==> config.mk <==
export PLATFORM = sky130hd
export DESIGN_NAME = ps2_key_decoder
export DESIGN_NICKNAME = d
export VERILOG_FILES = /design/src/rtl/ps2_key_decoder.sv
export SDC_FILE = /design/constraint.sdc
export NUM_CORES = 1
export LEC_CHECK = 0
export ABC_AREA = 0
export CAP_MARGIN = 20
export CELL_PAD_IN_SITES_DETAIL_PLACEMENT = 0
export CELL_PAD_IN_SITES_GLOBAL_PLACEMENT = 1
export CORE_UTILIZATION = 48
export CTS_BUF_LIST = sky130_fd_sc_hd__clkbuf_2
export DETAILED_ROUTE_END_ITERATION = 16
export PLACE_DENSITY = 0.82
export SETUP_SLACK_MARGIN = 0.1
export SLEW_MARGIN = 40
export SYNTH_ARGS = -nofsm -noshare
export SYNTH_HDL_FRONTEND = slang
export SYNTH_SLANG_ARGS = --single-unit
==> constraint.sdc <==
create_clock -name clk -period 3.7 [get_ports clk]
set_input_delay 0.74 -clock clk [delete_from_list [all_inputs] [get_ports clk]]
set_output_delay 0.74 -clock clk [all_outputs]
set_load 0.03 [all_outputs]
==> src/rtl/ps2_key_decoder.sv <==
// PS/2 scan-code set 2 decoder: prefix FSM, show-ahead event FIFO, held game-key levels.
// Optional build macro PS2_REPEAT_FILTER_EN suppresses typematic repeats of the last make.
module ps2_key_decoder #(
   parameter int unsigned DEPTH          = 4,
   parameter int unsigned TIMEOUT_CYCLES = 2000000
) (
   input  logic       clk,
   input  logic       rst,
   input  logic [7:0] key_code,
   input  logic       data_ready,
   output logic       ev_valid,
   input  logic       ev_ready,
   output logic [9:0] ev_data,
   output logic       overflow,
   output logic       key_up,
   output logic       key_down,
   output logic       key_left,
   output logic       key_right,
   output logic       key_enter,
   output logic       key_esc
);

   localparam int unsigned AW = $clog2(DEPTH);
   localparam int unsigned TW = $clog2(TIMEOUT_CYCLES + 1);
   localparam logic [TW-1:0] TO_LAST  = TW'(TIMEOUT_CYCLES - 1);
   localparam logic [AW:0]   FULL_CNT = (AW + 1)'(DEPTH);

   typedef enum logic [2:0] {IDLE, EXT, BRK, EXT_BRK, SKIP} state_t;

   state_t        state, state_n;
   logic [2:0]    skip, skip_n;
   logic [TW-1:0] to_cnt, to_n;
   logic          evt, evt_brk, evt_ext, suppress, apply;

   logic [9:0]    mem [DEPTH];
   logic [AW-1:0] wr_ptr, rd_ptr;
   logic [AW:0]   count;
   logic [9:0]    hold_q;
   logic          full, pop, push_ok;

   always_comb begin
      state_n = state;
      skip_n  = skip;
      to_n    = to_cnt;
      evt     = 1'b0;
      evt_brk = 1'b0;
      evt_ext = 1'b0;
      if (data_ready) begin
         to_n = '0;
         case (state)
            IDLE: begin
               if (key_code == 8'hE0)      state_n = EXT;
               else if (key_code == 8'hF0) state_n = BRK;
               else if (key_code == 8'hE1) begin
                  state_n = SKIP;
                  skip_n  = 3'd7;
               end else if (!(key_code inside {8'h00, 8'hAA, 8'hFA, 8'hFE, 8'hEE}))
                  evt = 1'b1;
            end
            EXT: begin
               if (key_code == 8'hF0) state_n = EXT_BRK;
               else begin
                  state_n = IDLE;
                  evt_ext = 1'b1;
                  evt     = !(key_code inside {8'hE0, 8'hE1, 8'h12, 8'h59});
               end
            end
            BRK: begin
               state_n = IDLE;
               evt     = 1'b1;
               evt_brk = 1'b1;
            end
            EXT_BRK: begin
               state_n = IDLE;
               evt_brk = 1'b1;
               evt_ext = 1'b1;
               evt     = !(key_code inside {8'h12, 8'h59});
            end
            SKIP: begin
               skip_n = skip - 3'd1;
               if (skip <= 3'd1) state_n = IDLE;
            end
            default: state_n = IDLE;
         endcase
      end else if (state != IDLE) begin
         if (to_cnt == TO_LAST) begin
            state_n = IDLE;
            to_n    = '0;
            skip_n  = '0;
         end else begin
            to_n = to_cnt + 1'b1;
         end
      end else begin
         to_n = '0;
      end
   end

   always_ff @(posedge clk) begin
      if (rst) begin
         state  <= IDLE;
         skip   <= '0;
         to_cnt <= '0;
      end else begin
         state  <= state_n;
         skip   <= skip_n;
         to_cnt <= to_n;
      end
   end

`ifdef PS2_REPEAT_FILTER_EN
   logic [8:0] last_make;
   logic       last_valid;

   assign suppress = evt && !evt_brk && last_valid && (last_make == {evt_ext, key_code});

   always_ff @(posedge clk) begin
      if (rst) begin
         last_make  <= '0;
         last_valid <= 1'b0;
      end else if (evt && !evt_brk) begin
         last_make  <= {evt_ext, key_code};
         last_valid <= 1'b1;
      end else if (evt && evt_brk && (last_make == {evt_ext, key_code})) begin
         last_valid <= 1'b0;
      end
   end
`else
   assign suppress = 1'b0;
`endif

   assign apply = evt && !suppress;

   always_ff @(posedge clk) begin
      if (rst) begin
         key_up    <= 1'b0;
         key_down  <= 1'b0;
         key_left  <= 1'b0;
         key_right <= 1'b0;
         key_enter <= 1'b0;
         key_esc   <= 1'b0;
      end else if (apply) begin
         case ({evt_ext, key_code})
            9'h175:  key_up    <= !evt_brk;
            9'h172:  key_down  <= !evt_brk;
            9'h16B:  key_left  <= !evt_brk;
            9'h174:  key_right <= !evt_brk;
            9'h05A:  key_enter <= !evt_brk;
            9'h076:  key_esc   <= !evt_brk;
            default: ;
         endcase
      end
   end

   assign full     = (count == FULL_CNT);
   assign ev_valid = (count != '0);
   assign pop      = ev_valid && ev_ready;
   // A full FIFO still accepts a push when the head leaves on the same edge.
   assign push_ok  = apply && (!full || pop);
   assign ev_data  = ev_valid ? mem[rd_ptr] : hold_q;

   always_ff @(posedge clk) begin
      if (rst) begin
         for (int unsigned i = 0; i < DEPTH; i++) mem[i] <= '0;
         wr_ptr   <= '0;
         rd_ptr   <= '0;
         count    <= '0;
         hold_q   <= '0;
         overflow <= 1'b0;
      end else begin
         if (push_ok) begin
            mem[wr_ptr] <= {evt_brk, evt_ext, key_code};
            wr_ptr      <= wr_ptr + 1'b1;
         end
         if (pop) begin
            rd_ptr <= rd_ptr + 1'b1;
            hold_q <= mem[rd_ptr];
         end
         if (apply && !push_ok) overflow <= 1'b1;
         if (push_ok && !pop)      count <= count + 1'b1;
         else if (!push_ok && pop) count <= count - 1'b1;
      end
   end

endmodule

# Yosys cells after proc, flatten, opt, wreduce, memory -nomap -nowiden
# Memories as Yosys holds them, arrays and structs flattened. A register that Yosys moved wholly into a read port is not among the register bits.
# Cells that the tools add are included.
[totals] ff_bits=51 latch_bits=0 ramBits=40 romBits=0 out_inout_bits=18 n_memories=1
[mem_list] name="mem" words=4 word_bits=10 rd=1 rd_clocked_by_memory_dff=1 write_ports=4 line="35" text="logic [9:0] mem [DEPTH];"
[op_classes] add_sub_neg=6 mul=0 n_div=0 magnitude_cmp=1 eq_ne=27 n_shift=0 muxes=39 bitwise_logic=1 n_reduce_logical=33
[ops] op="$eq 8x8->1 const B" count=7
[ops] op="$mux 3" count=13
[ops] op="$eq 9x9->1 const B" count=4
[ops] op="$add 21x1->21 const B" count=1
[ops] op="$eq 21x21->1 const B" count=1
[ops] op="$mux 10" count=2
[ops] op="$eq 9x7->1 const B" count=2
[ops] op="$mux 1" count=16
[ops] op="$ne 3x3->1 const B" count=4
[ops] op="$reduce_and 2->1" count=6
[ops] op="$reduce_or 10->1" count=1
[ops] op="$pmux 3 s3" count=1
[ops] op="$eq 8x5->1 const B" count=1
[ops] op="$eq 8x7->1 const B" count=1
[ops] op="$logic_not 8->1" count=1
[ops] op="$mux 2" count=4
[ops] op="$reduce_bool 2->1" count=4
[ops] op="$eq 3x2->1 const B" count=2
[ops] op="$eq 3x3->1 const B" count=2
[ops] op="$logic_not 1->1" count=6
[ops] op="$pmux 3 s2" count=1
[ops] op="$reduce_and 6->1" count=1
[ops] op="$reduce_bool 3->1" count=2
[ops] op="$sub 3x1->3 const B" count=2
[ops] op="other kinds (17)" count=22

# Depth between registers and ports, before layout
[depth] ltp_word=14 depth_mapped=13

# Least setup slack after synthesis
# Ideal clock, no wire load.
[synth_timing] path_kind="in2reg" from="in key_code[1]" to="reg count[2]" arrival_time_ps=3100 t_required_ps=3630 slack_ps=530 stages=13 path_buffers=2 cell_sequence="buf_2 -> or4_4 -> o21a_1 -> o211a_2 -> o211ai_2 -> buf_2 -> inv_1 -> ha_1 -> inv_1 -> fa_1 -> xor2_1 -> or3_1 -> a21oi_1"
[synth_between] elab_chain_len=12
[synth_rtl] item="start: declaration" line="9" text="input logic [7:0] key_code,"
[synth_rtl] item="$eq 8x8->1 / $logic_not 8->1 (equally long branches)" line="57" text="end else if (!(key_code inside {8'h00, 8'hAA, 8'hFA, 8'hFE, 8'hEE}))"
[synth_rtl] item="$reduce_bool 5->1" line="57"
[synth_rtl] item="$mux 1" line="57"
[synth_rtl] item="$mux 1" line="54" text="else if (key_code == 8'hE1) begin"
[synth_rtl] item="$mux 1" line="53" text="else if (key_code == 8'hF0) state_n = BRK;"
[synth_rtl] item="$mux 1" line="52" text="if (key_code == 8'hE0) state_n = EXT;"
[synth_rtl] item="$pmux 1 s4 *" line="50" text="case (state)"
[synth_rtl] item="$mux 1 *" line="48" text="if (data_ready) begin"
[synth_rtl] item="$logic_and 1x1->1 *" line="158" text="assign push_ok = apply && (!full || pop);"
[synth_rtl] item="via push_ok" line="39" text="logic full, pop, push_ok;"
[synth_rtl] item="$logic_not 1->1" line="180" text="else if (!push_ok && pop) count <= count - 1'b1;"
[synth_rtl] item="$logic_and 1x1->1" line="180"
[synth_rtl] item="$reduce_bool 2->1 (no source line)"
[synth_rtl] item="end signal: assignment" line="179" text="if (push_ok && !pop) count <= count + 1'b1;"
[synth_rtl] item="end signal: assignment" line="180"
[synth_rtl] item="end: declaration" line="37" text="logic [AW:0] count;"
# The timed path passes the listed nets; every way through them passes the cells marked *.
# A chain may end at the register's enable or synchronous reset.

==> summary.txt <==
Clocking
  • Root Driver: clkbuf_2
  • Setup Buffers After CTS: 0
  • Post-CTS Resized: 0
  • CTS Hold Bufs: 0
  • # clock sinks: 93
  • CTS clk-pin slew, worst paths: 270 ps
  • Clock insertion delay at the later pin of the skew report: about 530 ps
  • H-tree depth: 3
  • CTS max path bufs: 2
  • CTS tree: done
  • Num CTS Buffers: 9

Placed design
  • Port buffer count: 29
  • Placer congestion estimate: about 0.85
  • Post-DP HPWL: 6870 um
  • Placed insts: roughly 570
  • Setup WS pre-CTS: 146 ps

Worst setup path
  • Type of the worst setup path: flop to output pin
  • Startpoint types: flop
  • CP max stage delay: between 500 and 600 ps
  • CP required: between 2000 and 3000 ps
  • Critical path cell sequence: buf_4, mux4_2, mux2_2, clkdlybuf4s50_1
  • Crit path max fanout: 10
  • Slowest cell on the critical path: mux4_2
  • Worst Setup End Kind: output pin
  • WP data arrival: between 2000 and 3000 ps

Detailed routing
  • Initial drt markers: 145
  • Vias: between 3000 and 4000
  • ANT nets after route: 0
  • Via density: between 5 and 6
  • Routed wire per std cell: 16.7 um
  • Remaining DRCs: 0
  • TritonRoute pass-1 iters: 4
  • WL final: 9790 um

Power and ir drop
  • PwrDens: approximately 510 nW/um2
  • Worst VDD drop: roughly 0.17 mV
  • Design Power: 2.54 mW
  • Leakage: roughly 1.6 nW

Logic synthesis
  • Seq/Total Area, Yosys: 0.501
  • Cell Area, Synth: about 4500 um2
  • Gate count of the mapped netlist: roughly 450
  • Ys async rst share: 0
  • Post-synth EDFFs: 40
  • Yosys reg bits: just over 90
  • Synth Net Count: 462
  • Distinct cells, synth: 58
  • Yosys Warn Count: 0
  • Top FF cell, synth: dfxtp_1
  • Avg Cell Area, Syn: a little over 10 um2

GRT
  • Pin count of the biggest net entering global routing: 40
  • Vias in the first global route: about 3300
  • Global Route Usage Sum: 0.216
  • Grt ovf: 0
  • First-pass GRT wire length: about 16000 um
  • Initial antenna violation count: 0

Floorplanning
  • # IOs: 30
  • Die height: about 99 um
  • Die Footprint: 9790 um2
  • Starting Density: 0.493
  • Die Wd: between 90 and 100 um
  • Core area: 9150 um2
  • Row count: 35

STA
  • Fin. Hold Viols: 0
  • Min Tclk post-route: between 3000 and 4000 ps
  • Worst-margin pin slew: 665 ps
  • Setup TNS: 0 ps
  • Final slew viol count: 0
  • # setup viols final: 0
  • Setup WS post-layout: between 300 and 400 ps
  • Clock skew: roughly 15 ps
  • Slew margin rel.: 0.551
  • RSZ-0062 raised after global routing: no
  • Maximum clock frequency: between 300 and 400 MHz
  • Period utilisation layout: 0.898

Cells and area
  • Syn-to-layout area delta: 10.9%
  • # nets final: between 400 and 500
  • N_diodes: 0
  • Final design utilization: 0.547
  • Filler cell count: ~800
  • Fin cells: 585
  • Layout cells sized above 1: 0.124

Min path
  • Worst hold path type: flop to flop

Run status
  • Outcome: finished, final reports clean

Job
  • Max Cap Viol: 0
[logic make-up (layout without fill, tap and decap cells)]
logic type | Yosys count | in the layout | synth area share
flip-flops | 93 | 93 | 0.501
buffers and inverters | 41 | 69 | 0.0399
XOR/XNOR | 23 | 23 | 0.0446
AO/OA/AOI/OAI | 56 | 56 | 0.0774
multiplexers | 25 | 25 | 0.0865
AND/OR/NAND/NOR | 204 | 204 | 0.237
adder cells (fa/ha/maj) | 4 | 4 | 0.0128
[through the flow]
step,hold WS [ps],cell area (um2)
6_report,466,5000
5_1_grt,498,5000
4_1_cts,466,5000
3_5_place_dp,437,4900
3_3_place_gp,427,4900
2_1_floorplan,413,4510
[path summary, 6_finish.rpt]
path | slack (ps) | startpoint | end | cells past startpoint
min | 470 | to_cnt[0] | to_cnt[0] | 1
min reg2reg | 470 | to_cnt[0] | to_cnt[0] | 1
max | 380 | flop | ev_data[4] | 4
max reg2reg | 780 | count[0] | count[2] | 9
[critical path, delay by kind of cell, from the launching register on]
kind,cells,cell delay [ps]
mux,2,860
buf+inv,2,810
flops,1,370
[state kept, by name (all words and copies together) (netlist names), named ones only]
name and flops:
hold_q 10, key_down 1, key_enter 1, skip 3, mem 40, rd_ptr 2
overflow 1, count 3, key_left 1, key_esc 1, key_right 1, to_cnt 21
key_up 1, wr_ptr 2, state 3
[layout by cell type (no fill, tap or decap), types with 11 or more instances in the layout]
master	Yosys	layout
clkdlybuf4s50_1	0	29
nor3_1	26	26
dfxtp_1	53	53
xor2_1	13	13
o21ai_0	16	16
buf_4	0	13
mux2_2	11	11
nor2_1	50	50
nand3_1	14	14
inv_1	11	11
nand2_1	43	43
edfxtp_1	40	40
nor4_1	16	16
a21oi_1	20	20
[per-layer routing]
metal,vias up,share of wire,track usage
met1,1621,0.44,0.281
met4,0,0.0084,0.0666
met3,8,0.054,0.0369
met2,88,0.49,0.370
li1,1668,-,-
met5,-,0,0
[where the power goes]
part | internal (mW) | total [mW] | switching, mW
registers | 1.17 | 1.23 | 0.0657
logic | 0.373 | 0.836 | 0.463
clock network | 0.101 | 0.470 | 0.369
[final cells by class]
cell class                 count  area [um2]  area share
multi-input combinational    312        2070       0.414
clock buffer                   9        45.0     0.00900
clock inverter                 7        57.6      0.0115
timing repair buffer          42         388      0.0775
tap                          111         139      0.0278
sequential                    93        2260       0.452
inverter                      11        41.3     0.00825
[synth_stat cells (4+ instances only)]
| cell type | instances | share of area |
|---|---|---|
| a21oi_1 | 20 | 0.022 |
| and3_1 | 4 | 0.0055 |
| and4_1 | 4 | 0.0078 |
| buf_2 | 8 | 0.0089 |
| clkbuf_1 | 18 | 0.015 |
| dfxtp_1 | 53 | 0.24 |
| edfxtp_1 | 40 | 0.27 |
| inv_1 | 11 | 0.0092 |
| mux2_2 | 11 | 0.027 |
| mux4_2 | 10 | 0.050 |
| nand2_1 | 43 | 0.036 |
| nand2b_1 | 7 | 0.0097 |
| nand3_1 | 14 | 0.016 |
| nand4_1 | 6 | 0.0083 |
| nor2_1 | 50 | 0.042 |
| nor2b_1 | 4 | 0.0055 |
| nor3_1 | 26 | 0.029 |
| nor4_1 | 16 | 0.022 |
| o21ai_0 | 16 | 0.018 |
| or3_1 | 5 | 0.0069 |
| xnor2_1 | 10 | 0.019 |
| xor2_1 | 13 | 0.025 |
No activity file was read; power rests on OpenSTA's default activity.
